==> src/rtl/pc_fetch_sequencer.sv <==
// Fetch/issue/memory sequencer for the PC/memory stage: owns the architectural PC and instruction register.
// Optional misaligned-branch trap enabled by defining PC_FETCH_SEQ_ALIGN_CHECK_EN.
module pc_fetch_sequencer #(
  parameter logic [31:0] RESET_PC    = 32'h0000_0000,
  parameter logic [31:0] PC_STEP     = 32'd4,
  parameter logic [31:0] TRAP_VECTOR = 32'h0000_0100
) (
  input  logic        clk,
  input  logic        rst_n,
  input  logic        run,
  input  logic [31:0] mout,
  input  logic        instr_ready,
  input  logic        mem_req,
  input  logic        mem_we,
  input  logic [31:0] mem_addr,
  input  logic [31:0] mem_wdata,
  input  logic        branch_taken,
  input  logic [31:0] branch_target,
  output logic        e,
  output logic        s,
  output logic [31:0] next_pc,
  output logic [31:0] data_addr,
  output logic [31:0] data_wr,
  output logic [31:0] instr,
  output logic        instr_valid,
  output logic [31:0] load_data,
  output logic        load_valid,
  output logic        trap
);

  typedef enum logic [2:0] {
    IDLE        = 3'd0,
    FETCH       = 3'd1,
    CAPTURE     = 3'd2,
    ISSUE       = 3'd3,
    MEM         = 3'd4,
    MEM_CAPTURE = 3'd5,
    UPDATE      = 3'd6
  } state_t;

  state_t      state_reg, state_next;
  logic [31:0] pc_reg, pc_next;
  logic [31:0] instr_reg;
  logic        instr_valid_reg;
  logic        mem_we_reg;
  logic        branch_taken_reg;
  logic [31:0] branch_target_reg;
  logic [31:0] data_addr_reg, data_wr_reg;
  logic [31:0] load_data_reg;
  logic        load_valid_reg;
  logic        trap_reg, trap_next;

  always_ff @(posedge clk or negedge rst_n) begin
    if (!rst_n) begin
      state_reg <= IDLE;
    end else begin
      state_reg <= state_next;
    end
  end

  // e and s decode straight from the state register so an async reset drops them at once.
  always_comb begin
    state_next = state_reg;
    e          = 1'b0;
    s          = 1'b0;
    case (state_reg)
      IDLE: begin
        if (run) state_next = FETCH;
      end
      FETCH:   state_next = CAPTURE;
      CAPTURE: state_next = ISSUE;
      ISSUE: begin
        if (instr_ready) state_next = mem_req ? MEM : UPDATE;
      end
      MEM: begin
        e          = 1'b1;
        s          = mem_we_reg;
        state_next = mem_we_reg ? UPDATE : MEM_CAPTURE;
      end
      MEM_CAPTURE: state_next = UPDATE;
      UPDATE:      state_next = run ? FETCH : IDLE;
      default:     state_next = IDLE;
    endcase
  end

  always_comb begin
    trap_next = 1'b0;
    if (branch_taken_reg) begin
      pc_next = {branch_target_reg[31:2], 2'b00};
    end else begin
      pc_next = pc_reg + PC_STEP;
    end
`ifdef PC_FETCH_SEQ_ALIGN_CHECK_EN
    if (branch_taken_reg && (branch_target_reg[1:0] != 2'b00)) begin
      pc_next   = TRAP_VECTOR;
      trap_next = 1'b1;
    end
`endif
  end

`ifndef PC_FETCH_SEQ_ALIGN_CHECK_EN
  // Target low bits and the trap vector only matter when the alignment check is built in.
  logic unused_align_bits;
  assign unused_align_bits = ^{TRAP_VECTOR, branch_target_reg[1:0]};
`endif

  always_ff @(posedge clk or negedge rst_n) begin
    if (!rst_n) begin
      pc_reg            <= RESET_PC;
      instr_reg         <= 32'd0;
      instr_valid_reg   <= 1'b0;
      mem_we_reg        <= 1'b0;
      branch_taken_reg  <= 1'b0;
      branch_target_reg <= 32'd0;
      data_addr_reg     <= 32'd0;
      data_wr_reg       <= 32'd0;
      load_data_reg     <= 32'd0;
      load_valid_reg    <= 1'b0;
      trap_reg          <= 1'b0;
    end else begin
      load_valid_reg <= 1'b0;
      trap_reg       <= 1'b0;
      case (state_reg)
        CAPTURE: begin
          instr_reg       <= mout;
          instr_valid_reg <= 1'b1;
        end
        ISSUE: begin
          // Side-band inputs are only meaningful in the handshake cycle.
          if (instr_ready) begin
            instr_valid_reg   <= 1'b0;
            mem_we_reg        <= mem_we;
            branch_taken_reg  <= branch_taken;
            branch_target_reg <= branch_target;
            if (mem_req) begin
              data_addr_reg <= mem_addr;
              data_wr_reg   <= mem_wdata;
            end
          end
        end
        MEM_CAPTURE: begin
          load_data_reg  <= mout;
          load_valid_reg <= 1'b1;
        end
        UPDATE: begin
          pc_reg   <= pc_next;
          trap_reg <= trap_next;
        end
        default: ;
      endcase
    end
  end

  assign next_pc     = pc_reg;
  assign instr       = instr_reg;
  assign instr_valid = instr_valid_reg;
  assign data_addr   = data_addr_reg;
  assign data_wr     = data_wr_reg;
  assign load_data   = load_data_reg;
  assign load_valid  = load_valid_reg;
  assign trap        = trap_reg;

endmodule

==> config.mk <==
export PLATFORM = sky130hd
export DESIGN_NAME = pc_fetch_sequencer
export DESIGN_NICKNAME = d
export VERILOG_FILES = /design/src/rtl/pc_fetch_sequencer.sv
export SDC_FILE = /design/constraint.sdc
export NUM_CORES = 1
export LEC_CHECK = 0
export BUFFER_PORTS_ARGS = -buffer_cell sky130_fd_sc_hd__buf_2
export CAP_MARGIN = 20
export CELL_PAD_IN_SITES_DETAIL_PLACEMENT = 1
export CELL_PAD_IN_SITES_GLOBAL_PLACEMENT = 1
export CORE_MARGIN = 3
export CORE_UTILIZATION = 40
export CTS_CLUSTER_DIAMETER = 60
export DETAILED_ROUTE_END_ITERATION = 7
export HOLD_SLACK_MARGIN = 0.02
export PLACE_DENSITY_LB_ADDON = 0.1
export SETUP_SLACK_MARGIN = 0.3
export SYNTH_ARGS = -nofsm -noshare
export SYNTH_HDL_FRONTEND = slang
export SYNTH_SLANG_ARGS = --single-unit
export TNS_END_PERCENT = 50
==> constraint.sdc <==
create_clock -name clk -period 5.21 [get_ports clk]
set_input_delay 0.2605 -clock clk [delete_from_list [all_inputs] [get_ports clk]]
set_output_delay 0.2605 -clock clk [all_outputs]
set_load 0.02 [all_outputs]
==> qor.yml <==
placement:
  gp_congestion: 0.757
  dpl-instance-area_um2: 9870
  dp.cells: 1266
  io_buffers: 294
  dpl.hpwl_um: 17300
floorplan:
  initial_core_util_pct: 41.5
  die-area_um2: 22300
  num_io_pins: 300
  fp.dieW_um: 149
  rows: 51
  die_y_um: 149
  core_um2: 19800
worst_setup_path:
  cp_slowest_stage_delay_ns: 0.70
  timing.rr.start: "state_reg[0]"
  cp.arrival_ns: 3.13
  r2r_cells: 5
  worst-path-max-fanout: 64
  r2r_slack_ns: 2.39
  worstReg2RegEnd: "data_wr[3]"
  crit_path_end_kind: "register"
  crit_path_start_kind: "register"
  critical_path_required_ns: 5.52
  crit_path_cell_trace: "nand4b_4 > inv_2 > nand2_2 > buf_4 > mux2_1"
  critPathSlowestCell: "inv_2"
  crit_type: "register to register"
sta:
  timing.slew.headroom_pct: 39.4
  max_freq_mhz: 354
  fin_skew_ns: 0.0119
  period_minus_slack_ns: 2.82
  tightest_slew_ns: 0.908
  fin_crit_sh_pct: 54.2
  setup_tns_ns: 0
  rsz0062_at_grt: "no"
  drv_slew: 0
  setup_viol: 0
  hold_viol: 0
route:
  vias: 6669
  drc_errors: 0
  drt_pass1_iterations: 4
  wl_per_cell_um: 18.4
  vias_per_cell: 5.04
  drtIter0Drc: 241
  ant_nets: 0
  routed_wl_um: 24300
clocking:
  cts.sinks: 195
  root_buffer: "clkbuf_16"
  htreeDepth: 4
  worstSkewPairLatency_ns: 0.43
  cts_tree: "built"
  path_clk_slew_ns: 0.08
  clock_path_buffers: 2
  cts_buffers: 17
final_layout:
  nNetsFinal: 1176
  area_growth_pct: 29.7
  final_cells: 1322
  regArea_um2: 4880
  postLayoutCellArea_um2: 10700
  fillers: 2264
  postLayoutCoreUtil_pct: 53.8
  layout-drive-gt1-share_pct: 42.2
  multi_input_area_um2: 3060
pwr:
  swShare_pct: 42.3
  p_leak_nw: 5.33
  p_switching_mw: 2.98
  pwr-share-clk_pct: 18.1
  seqPwrFrac_pct: 38.9
  powerDensity_nw_per_um2: 663
  peakVddDrop_uv: 315
  pwr-share-comb_pct: 43.0
  p_int_mw: 4.08
global_routing:
  grt_overflow: 0
  antenna_found_initial: 6
  grt_pass1_vias: 7089
  gr-usage-all-layers_pct: 21.8
  grt_pass1_wl_um: 38300
  grt_max_degree: 77
synth:
  synth_cells: 739
  synth_edf_count: 0
  muxShareOfSynthArea_pct: 13.4
  yosys.area_share.simple_pct: 16.4
  synth.distinct_cells: 55
  syn_area_um2: 8210
  seq_area_frac_synth_pct: 59.4
  async_flop_share_pct: 100
  ys_ff_latch: 195
  synth-xor-area-share_pct: 0
  synth_top_family_by_area: "simple AND/OR/NAND/NOR gates"
  syn_avg_cell_area_um2: 11.1
  synthAdderAreaFrac_pct: 0.152
  synth_flop_cell: "dfrtp_1"
  synth_compound_area_share_pct: 7.01
  yosysWarnings: 0
outcome:
  outcome: "complete, no violations"
worst_hold_path:
  whs_path_depth: 3
  hold_class: "primary input to register"
  worst_hold_path.endpoint: "load_data[28]"
  worstHoldStart: "mout[28]"
flow_run:
  cap_violations: 0
[metal layers]
layer / GRT usage, % / vias up / part of all wire (%)
met5: 0 / - / 0.17
met4: 6.32 / 6 / 1.7
met3: 7.51 / 31 / 7.2
met2: 37.7 / 185 / 52
met1: 25.8 / 3324 / 39
li1: - / 3123 / -
[area by class of cell]
class,instances,share of cell area [%]
Antenna cell,4,0.0940
Tap cell,265,3.11
Clock inverter,13,1.09
Inverter,10,0.352
Multi-Input combinational cell,493,28.7
Clock buffer,19,4.25
Timing Repair Buffer,323,16.6
Sequential cell,195,45.8
[kinds of logic after synthesis]
group	Yosys count
simple gates	300
flops	195
mux	98
compound gates	91
buf+inv	53
fa+ha+maj	1
other cells	1
[synthesized netlist by cell type (2+ instances only)]
master | instances | area share, %
buf_4 | 4 | 0.37
and3_1 | 5 | 0.38
mux2_2 | 92 | 13
nand2_1 | 214 | 9.8
mux2_1 | 4 | 0.55
nor2_1 | 25 | 1.1
a21o_1 | 2 | 0.18
mux2i_1 | 2 | 0.24
nand3_1 | 14 | 0.85
nand2b_1 | 2 | 0.15
and2_2 | 3 | 0.27
a22oi_1 | 5 | 0.46
o21ai_0 | 23 | 1.4
nor3_1 | 8 | 0.49
o22ai_1 | 7 | 0.53
buf_2 | 13 | 0.79
a311oi_1 | 5 | 0.53
o22a_1 | 4 | 0.43
a31oi_1 | 4 | 0.30
dfrtp_1 | 195 | 59
nand4_1 | 3 | 0.23
o2bb2ai_1 | 2 | 0.21
nor4_1 | 5 | 0.38
a211o_1 | 2 | 0.21
a21oi_1 | 25 | 1.5
and4_2 | 2 | 0.24
and4_1 | 4 | 0.43
and4_4 | 2 | 0.27
inv_1 | 9 | 0.41
o31ai_1 | 2 | 0.18
and2_1 | 2 | 0.15
nand3b_1 | 3 | 0.27
a211oi_1 | 2 | 0.18
clkbuf_8 | 6 | 1.0
clkbuf_1 | 19 | 0.87
[worst max-delay path: cells and delay by family (launching register included)]
kind	cells	cell delay (ns)
buffers and inverters	2	1.08
muxes	1	0.42
DFF	1	0.55
and+or+nand+nor	2	0.61
[power groups by stage]
| stage | Combinational (mW) | Sequential, mW | Clock [mW] |
|---|---|---|---|
| floorplan | 1.28 | 3.43 | 0 |
| global placement | 3.00 | 2.73 | 0 |
| detailed placement | 3.07 | 2.77 | 0 |
| CTS | 3.09 | 2.75 | 1.31 |
| global route | 3.31 | 2.85 | 1.38 |
| finish | 3.04 | 2.75 | 1.28 |
[how the worst max path moves through the flow]
stage                            start           to  slack (ns)  cells after the start
final                     state_reg[0]   data_wr[3]        2.39                      5
after global routing      state_reg[0]   data_wr[5]        2.10                      5
after CTS                 state_reg[0]   data_wr[3]        2.31                      5
after detailed placement  state_reg[0]   data_wr[3]        2.34                      5
after global placement    state_reg[0]   data_wr[6]        2.38                      5
after floorplan             next_pc[2]  next_pc[26]        3.26                      6
[placed cells by master (no fill, tap or decap), drive strengths merged, types with 3 or more instances in the layout]
master       count
o21ai           23
clkinv           5
o22ai            7
clkbuf          20
dfrtp          195
and4             8
nor2            25
nor4             5
nand3           15
dlygate4sd3     20
conb             3
diode            4
buf            302
nand4            4
clkinvlp         3
a311oi           5
a31oi            4
a22oi            5
a21oi           25
inv             15
mux2            96
nor3             8
nand2          214
and3             5
nand3b           3
o22a             4
and2             5
[timing repair]
item                      4_1_cts  5_1_grt
hold buffers                   19        1
buffers inserted                0        0
gates resized for setup         0        0
hold endpoints to repair       92        1
[through the flow]
stage	power (mW)	setup slack (ns)	hold slack [ns]
floorplan	4.71	3.26	-0.0351
global placement	5.72	2.38	0.327
detailed placement	5.83	2.34	0.323
CTS	7.15	2.31	0.0205
global route	7.53	2.10	0.0223
finish	7.06	2.39	0.0338
Note: power is estimated with default switching activity, not from simulation.
